File: src/rtl/pelota.sv
// pelota: ball controller for the pong datapath.
// Moves a BALL_S x BALL_S ball around a WIDTH x HEIGHT field one pixel per
// prescaler step, bouncing off the top, bottom and right walls and off the
// paddle face at column BAR_X. A miss is flagged when the ball leaves the
// left edge, after which the ball is re-centred and waits for a serve.
module pelota #(
  parameter int WIDTH   = 640,
  parameter int HEIGHT  = 480,
  parameter int BALL_S  = 8,
  parameter int BAR_X   = 16,
  parameter int BAR_H   = 64,
  parameter int VEL_DIV = 200000
) (
  input  logic       clk,
  input  logic       reset,
  input  logic [9:0] barra_y,
  input  logic       start,
  output logic [9:0] x,
  output logic [9:0] y,
  output logic       miss,
  output logic [7:0] hits,
  output logic       jugando,
  output logic [1:0] state_dbg
);

  typedef enum logic [1:0] {
    SERVE = 2'd0,
    PLAY  = 2'd1,
    MISS  = 2'd2
  } state_e;

  localparam logic [9:0] X_C   = 10'((WIDTH - BALL_S) / 2);
  localparam logic [9:0] Y_C   = 10'((HEIGHT - BALL_S) / 2);
  localparam logic [9:0] X_MAX = 10'(WIDTH - BALL_S);
  localparam logic [9:0] Y_MAX = 10'(HEIGHT - BALL_S);
  localparam logic [9:0] X_BAR = 10'(BAR_X);

  // A divide of 1 still needs a one-bit counter that stays at zero.
  localparam int PW = (VEL_DIV > 1) ? $clog2(VEL_DIV) : 1;
  localparam logic [PW-1:0] PRESC_MAX = PW'(VEL_DIV - 1);

  state_e state_q, state_d;

  logic [PW-1:0] presc_q, presc_d;
  logic          step;

  // Directions: 1 means +1 (right / down), 0 means -1 (left / up).
  logic [9:0] x_q, x_d;
  logic [9:0] y_q, y_d;
  logic       dx_q, dx_d;
  logic       dy_q, dy_d;
  logic [7:0] hits_q, hits_d;
  logic       miss_q, miss_d;

  logic [10:0] y_ext, bar_ext;
  logic        overlap;
  logic        hit_right, hit_bar, hit_left;

  // Free-running move prescaler; step fires on its terminal count.
  always_comb begin
    step    = (presc_q == PRESC_MAX);
    presc_d = step ? '0 : presc_q + PW'(1);
  end

  // Collision decode; 11-bit compare so a large barra_y cannot wrap.
  always_comb begin
    y_ext     = {1'b0, y_q};
    bar_ext   = {1'b0, barra_y};
    overlap   = ((y_ext + 11'(BALL_S)) > bar_ext) &&
                (y_ext < (bar_ext + 11'(BAR_H)));
    hit_right = (x_q == X_MAX) && dx_q;
    hit_bar   = !hit_right && (x_q == X_BAR) && !dx_q && overlap;
    hit_left  = !hit_right && !hit_bar && (x_q == 10'd0) && !dx_q;
  end

  // FSM state register.
  always_ff @(posedge clk or negedge reset) begin
    if (!reset) state_q <= SERVE;
    else        state_q <= state_d;
  end

  // FSM next state: serve on start, miss on a left-edge exit, miss lasts one cycle.
  always_comb begin
    state_d = state_q;
    case (state_q)
      SERVE:   if (start) state_d = PLAY;
      PLAY:    if (step && hit_left) state_d = MISS;
      MISS:    state_d = SERVE;
      default: state_d = SERVE;
    endcase
  end

  // FSM outputs.
  always_comb begin
    jugando   = (state_q == PLAY);
    state_dbg = state_q;
  end

  // Ball datapath next state: motion on steps in PLAY, re-centre on entry to SERVE.
  always_comb begin
    x_d    = x_q;
    y_d    = y_q;
    dx_d   = dx_q;
    dy_d   = dy_q;
    hits_d = hits_q;
    miss_d = 1'b0;
    case (state_q)
      SERVE: begin
        x_d  = X_C;
        y_d  = Y_C;
        dx_d = 1'b1;
        dy_d = 1'b1;
      end
      PLAY: begin
        if (step) begin
          if (hit_left) begin
            // Ball frozen where it left; the miss cycle follows.
            miss_d = 1'b1;
            hits_d = 8'd0;
          end else begin
            // Vertical: a wall flip takes effect in the same step.
            if ((y_q == 10'd0) && !dy_q) begin
              dy_d = 1'b1;
              y_d  = y_q + 10'd1;
            end else if ((y_q == Y_MAX) && dy_q) begin
              dy_d = 1'b0;
              y_d  = y_q - 10'd1;
            end else begin
              y_d  = dy_q ? (y_q + 10'd1) : (y_q - 10'd1);
            end
            // Horizontal: right wall, then paddle face, then free motion.
            if (hit_right) begin
              dx_d = 1'b0;
              x_d  = x_q - 10'd1;
            end else if (hit_bar) begin
              dx_d   = 1'b1;
              x_d    = x_q + 10'd1;
              hits_d = (hits_q == 8'hFF) ? hits_q : (hits_q + 8'd1);
            end else begin
              x_d  = dx_q ? (x_q + 10'd1) : (x_q - 10'd1);
            end
          end
        end
      end
      MISS: begin
        x_d  = X_C;
        y_d  = Y_C;
        dx_d = 1'b1;
        dy_d = 1'b1;
      end
      default: ;
    endcase
  end

  // Ball datapath and prescaler registers.
  always_ff @(posedge clk or negedge reset) begin
    if (!reset) begin
      presc_q <= '0;
      x_q     <= X_C;
      y_q     <= Y_C;
      dx_q    <= 1'b1;
      dy_q    <= 1'b1;
      hits_q  <= 8'd0;
      miss_q  <= 1'b0;
    end else begin
      presc_q <= presc_d;
      x_q     <= x_d;
      y_q     <= y_d;
      dx_q    <= dx_d;
      dy_q    <= dy_d;
      hits_q  <= hits_d;
      miss_q  <= miss_d;
    end
  end

  assign x    = x_q;
  assign y    = y_q;
  assign hits = hits_q;
  assign miss = miss_q;

endmodule

File: config.mk
export PLATFORM = sky130hd
export DESIGN_NAME = pelota
export DESIGN_NICKNAME = d
export VERILOG_FILES = /design/src/rtl/pelota.sv
export SDC_FILE = /design/constraint.sdc
export NUM_CORES = 1
export LEC_CHECK = 0
export BUFFER_PORTS_ARGS = -buffer_cell sky130_fd_sc_hd__buf_4
export CAP_MARGIN = 20
export CORE_ASPECT_RATIO = 0.8
export CORE_MARGIN = 3
export CORE_UTILIZATION = 40
export CTS_CLUSTER_SIZE = 40
export DETAILED_ROUTE_END_ITERATION = 16
export HOLD_SLACK_MARGIN = 0.05
export PLACE_DENSITY_LB_ADDON = 0.3
export SYNTH_ARGS = -nofsm -noshare
export SYNTH_HDL_FRONTEND = slang
export SYNTH_SLANG_ARGS = --single-unit
export TNS_END_PERCENT = 5
File: constraint.sdc
create_clock -name clk -period 5 [get_ports clk]
set_clock_uncertainty 0.15 [all_clocks]
set_input_delay 0.75 -clock clk [delete_from_list [all_inputs] [get_ports clk]]
set_output_delay 0.75 -clock clk [all_outputs]
set_load 0.01 [all_outputs]
Word level (Yosys, flattened, before mapping):

Index checks and enable logic that the tools add are counted.

* add/sub/neg operators: 8
* multiply operators: 0
* divide/modulo/power cells: 0
* $lt $le $gt $ge: 2
* equality and inequality tests: 15
* shift operators: 0
* muxes and demuxes: 33
* bitwise gates (word level): 0
* reductions and logical operators: 26

Operators with widths (number)
* $mux W10: 10
* $pmux W10 S2: 2
* $mux W8: 4
* $add A10 B1 Y10 const B: 2
* $logic_not A10 Y1: 2
* $sub A10 B1 Y10 const B: 2
* $add A18 B1 Y18 const B: 1
* $eq A18 B18 Y1 const B: 1
* $mux W18: 1
* $add A10 B4 Y11 const B: 1
* $add A10 B7 Y11 const B: 1
* $gt A11 B10 Y1: 1
* $logic_and A1 B1 Y1: 11
* $lt A10 B11 Y1: 1
* $mux W1: 11
* $eq A10 B10 Y1 const B: 1
* $eq A10 B5 Y1 const B: 1
* $eq A10 B9 Y1 const B: 1
* $add A8 B1 Y8 const B: 1
* $eq A8 B8 Y1 const B: 1
* $reduce_and A4 Y1: 2
* $ne A2 B1 Y1 const B: 3
* $ne A2 B2 Y1 const B: 3
* $ne A3 B1 Y1 const B: 2
* 12 further kinds: 18

* register bits after elaboration: 51
* bits in latches: 0
* bits in writable memories: 0
* ROM bits: 0
* bits of input ports: 13
* output and inout port bits: 32
* logic and storage cells: 92
* memories: 0

Depth between registers and ports, before layout:

* word-level depth: 13
* mapped depth: 12
* gate-level depth less buffers: 12

Worst setup path after synthesis:

OpenSTA, ideal clock, no wires.

* kind: reg-to-reg
* from: register y_q[5], in the netlist y[5]
* to: register x_q[6], in the netlist x[6]
* library setup time: 0.079 ns
* data arrival time: 2.988 ns
* path slack: 1.783 ns
* cell stages (with the launch flop): 12
* path buffers: 1
* period minus slack after synthesis: 3.217 ns
* cells stage by stage: dfstp_2 clkbuf_1 and3_1 xnor2_1 ha_1 nand4_1 a21oi_1 o31ai_1 a211oi_2 nor2_2 mux2i_1 mux2i_1

* cells in the longest elaborated chain, start to end: 10
* elaborated cells on any way between the ends: 16
* those cells by class: 1 x add/sub; 2 x order compare; 1 x eq/ne; 5 x mux; 7 x reduce/logical

Ends and longest elaborated chain
* start: declaration: RTL line 49 `logic [9:0] y_q, y_d;`
* start signal: assignment: RTL line 168 `y_q <= y_d;`
* $add A10 B4 Y11: RTL line 69 `overlap = ((y_ext + 11'(BALL_S)) > bar_ext) &&`
* $gt A11 B10 Y1: RTL line 69
* $logic_and A1 B1 Y1 (*): RTL line 69
* $logic_and A1 B1 Y1 (*): RTL line 72 `hit_bar = !hit_right && (x_q == X_BAR) && !dx_q && overlap;`
* parallel branches: the longest is 6 deep, another holds $mux W10
* end signal: assignment: RTL line 159 `x_q <= X_C;`
* end signal: assignment: RTL line 167 `x_q <= x_d;`
* end: declaration: RTL line 48 `logic [9:0] x_q, x_d;`

Every way passes the cells marked *. The select of a mux whose other input is x is not followed.
A chain may end at the register's enable or synchronous reset.

Worst setup path in the final report:

* from: register y_q[3], in the netlist y[3]
* to: register hits_q[7], in the netlist hits[7]

* cells in the longest elaborated chain, start to end: 10
* elaborated cells on any way between the ends: 14
* those cells by class: 1 x add/sub; 2 x order compare; 2 x eq/ne; 1 x mux; 8 x reduce/logical

Ends and longest elaborated chain
* $add A10 B4 Y11: RTL line 69
* $gt A11 B10 Y1: RTL line 69
* $logic_and A1 B1 Y1 (*): RTL line 69
* $logic_and A1 B1 Y1 (*): RTL line 72
* $logic_not A1 Y1: RTL line 73 `hit_left = !hit_right && !hit_bar && (x_q == 10'd0) && !dx_q;`
* $logic_and A1 B1 Y1 (3 in a row): RTL line 73
* $ne A2 B2 Y1 (no line), or another cell as far along
* $reduce_and A5 Y1 (no line)
* end signal: assignment: RTL line 171 `hits_q <= hits_d;`
* end: declaration: RTL line 52 `logic [7:0] hits_q, hits_d;`

Mark *: on every way between the ends. The rest lies on a longest branch, timed or not.

==> summary.txt <==
Pwr
  – LEAKAGE: 1.81 nW
  – Pwr dens: 189 mW/mm^2
  – VDD IR-drop max: 0.103 mV
  – Total Power: 775 uW

Setup path
  – Register-to-register setup slack: 1.41 ns
  – Worst Path Max Fanout: 10
  – Worst Path Required: 5.04 ns
  – Reg-to-Reg End: hits[7]$_DFFE_PN0P_
  – Crit path from: y[3]$_DFFE_PN1P_
  – Worst-case reg-to-reg path depth: 12
  – Critical Path Sink Type: register
  – Critical R2R Launch: y[3]$_DFFE_PN1P_
  – Critical Path End: hits[7]$_DFFE_PN0P_
  – Startpoint type of the worst setup path: register
  – Crit Path Class: reg2reg
  – Critical Path AT: 3.64 ns

Clocking
  – H-tree levels: 2
  – Hold buffers post-CTS: 0
  – Post-CTS setup buffers: 0
  – Cts bufs inserted: 5
  – Worst-path clk slew: 0.10 ns
  – TritonCTS clock tree: done
  – Clock Tree Buf Depth: 2
  – Root Buffer: clkbuf_8
  – CTS Sinks: 51
  – Post-CTS sizing: 0
  – Worst-Skew Late Latency: 0.31 ns

Synthesis
  – Number of flops mapped to enable cells by yosys: 0
  – Synthesized area per cell: 8.97 um^2
  – FF+latch count, synth: 51
  – Most used flip-flop cell after synthesis: dfrtp_1
  – Post-synthesis cell count: 399
  – Synthesized Nets: 440
  – Synth area leaders: dfrtp_1, ha_1, dfstp_2
  – Yosys cell types: 55
  – Register area share after synthesis: 36.1%
  – Synth warn: 0
  – Post-synthesis async set-or-reset flop share: 100%
  – Biggest area consumer among synthesized cells: dfrtp_1
  – Mapped Area: 0.00358 mm^2
  – Area share of the largest cell type after synthesis: 27.3%

STA
  – Setup Viol. Count Final: 0
  – Slew HR: 45.8%
  – RSZ-0062 raised after global routing: false
  – Setup TNS: 0 ns
  – Final-report hold violation count: 0
  – Slew @ Worst Pin: 0.792 ns
  – Final Cycle Share: 71.8%
  – Minimum clock period: 3.59 ns
  – Fmax: 0.279 GHz
  – Fin. max-slew vios: 0

Detailed routing
  – Initial DRC count: 189
  – # DRC: 0
  – DR vias/cell: 5.67
  – Via Count: 3131
  – Drt wl/cell: 15.9 um
  – WL final: 8.76 mm
  – Final ANT Viol Nets: 0
  – Pre-antenna DRT Iters: 4

Placed design
  – # placed instances: 544
  – Port Buffers: 44
  – Final HPWL DP: 6.55 mm
  – Placed cell areas: 0.00402 mm^2
  – RD Place Congestion: 0.894

Die
  – Core ar.: 0.00860 mm^2
  – Chip Height: 90.6 um
  – Initial core utilization: 41.6%
  – Die span in x: 112 um
  – Total die area: 0.0101 mm^2
  – Boundary Pins: 45
  – FP Rows: 30

Global route
  – Antenna violations before repair: 0
  – GRT overflow: 0
  – First-pass GRT wire length: 14.8 mm
  – Total track usage: 17.6%
  – Largest net degree at the start of global routing: 52
  – Number of global-route vias before repair: 2883

Cells and area
  – # diodes: 0
  – Final Util: 47.8%
  – Register Area: 0.00129 mm^2
  – Synth-to-Final Area Change: 14.8%
  – Final non-filler cell total: 552
  – Share of layout cells above drive strength 1: 16.8%
  – # nets final: 480
  – Design Area, Final: 0.00411 mm^2
  – Fillers: 818
  – Multi-input gate area: 0.00216 mm^2

Job
  – Max-cap violations: 0

Status
  – Outcome: complete, no violations

Min path
  – Hold Crit Class: in2async
[stage by stage]
step,hold slack (ns),worst slack (ns)
3_5_place_dp,0.340,1.31
5_1_grt,0.343,0.959
2_1_floorplan,0.304,1.78
4_1_cts,0.332,1.38
6_report,0.297,1.41
3_3_place_gp,0.330,1.44
[cells in the final DEF, fill, tap and decap left out, drive strengths merged, types with 12 or more instances in the layout]
cell type / count
xor2: 16
and3: 14
buf: 47
dfstp: 12
dfrtp: 39
nand2: 28
ha: 28
nand3: 25
nor2: 43
inv: 19
nand4: 16
xnor2: 19
o21ai: 16
[cell type report]
class	instances	area share, %
timing repair buffer	47	8.59
sequential	51	31.4
inverter	19	1.74
tap	112	3.41
clock buffer	6	1.77
clock inverter	2	0.427
multi-input combinational	315	52.6
[flip-flops by register name (all words and copies together) (netlist names)]
| name | flops |
|---|---|
| hits | 8 |
| x | 10 |
| presc_q | 18 |
| miss | 1 |
| y | 10 |
| dy_q | 1 |
| state_dbg | 2 |
| dx_q | 1 |
[worst min-delay path by stage]
stage,slack (ns),endpoint,depth (start not counted),start
after global placement,0.33,presc_q[0]$_DFF_PN0_,1,presc_q[0]$_DFF_PN0_
after detailed placement,0.34,presc_q[14]$_DFF_PN0_,1,presc_q[14]$_DFF_PN0_
final,0.30,y[8]$_DFFE_PN0P_,1,reset
after global routing,0.34,y[8]$_DFFE_PN0P_,1,reset
after CTS,0.33,presc_q[12]$_DFF_PN0_,1,reset
after floorplan,0.30,hits[0]$_DFFE_PN0P_,0,reset
[where the power goes]
part / leakage, nW / internal [mW] / switching [mW]
Sequential: 0.636 / 0.423 / 0.0157
Combinational: 1.13 / 0.0420 / 0.0490
Clock: 0.0454 / 0.101 / 0.144
Total: 1.81 / 0.566 / 0.209
[synthesized netlist by cell type, types with 12 or more instances]
cell	instances
xor2_1	16
and3_1	14
dfrtp_1	39
nand3_1	24
nand4_1	16
nor2_1	42
ha_1	28
clkbuf_1	12
inv_1	19
nand2_1	28
xnor2_1	19
dfstp_2	12
[routing by layer]
layer  wire length [um]  track usage (%)
met1               4310             26.8
met2               3790             25.8
met3                557             3.15
met4                101             4.26
met5                  0                0
[cell families (layout without fill, tap and decap cells)]
kind of cell | Yosys count | count (layout) | share of synthesized area, %
buf+inv | 33 | 74 | 3.53
flops | 51 | 51 | 36.1
fa+ha+maj | 28 | 28 | 9.79
xor+xnor | 35 | 35 | 8.57
compound gates | 57 | 57 | 11.0
simple gates | 184 | 184 | 27.9
mux | 11 | 11 | 3.11
[worst max-delay path: stages, from the launching register on]
cell,delay (ns)
dfstp_2,0.63
ha_1,0.23
nand3_1,0.15
nor2_1,0.18
xor2_1,0.19
ha_1,0.26
nand3_1,0.10
nor3_1,0.06
o32a_1,0.27
a2111oi_0,0.77
nand4_1,0.22
xor2_1,0.20
nor2_1,0.05
No activity file was read; power rests on OpenSTA's default activity.
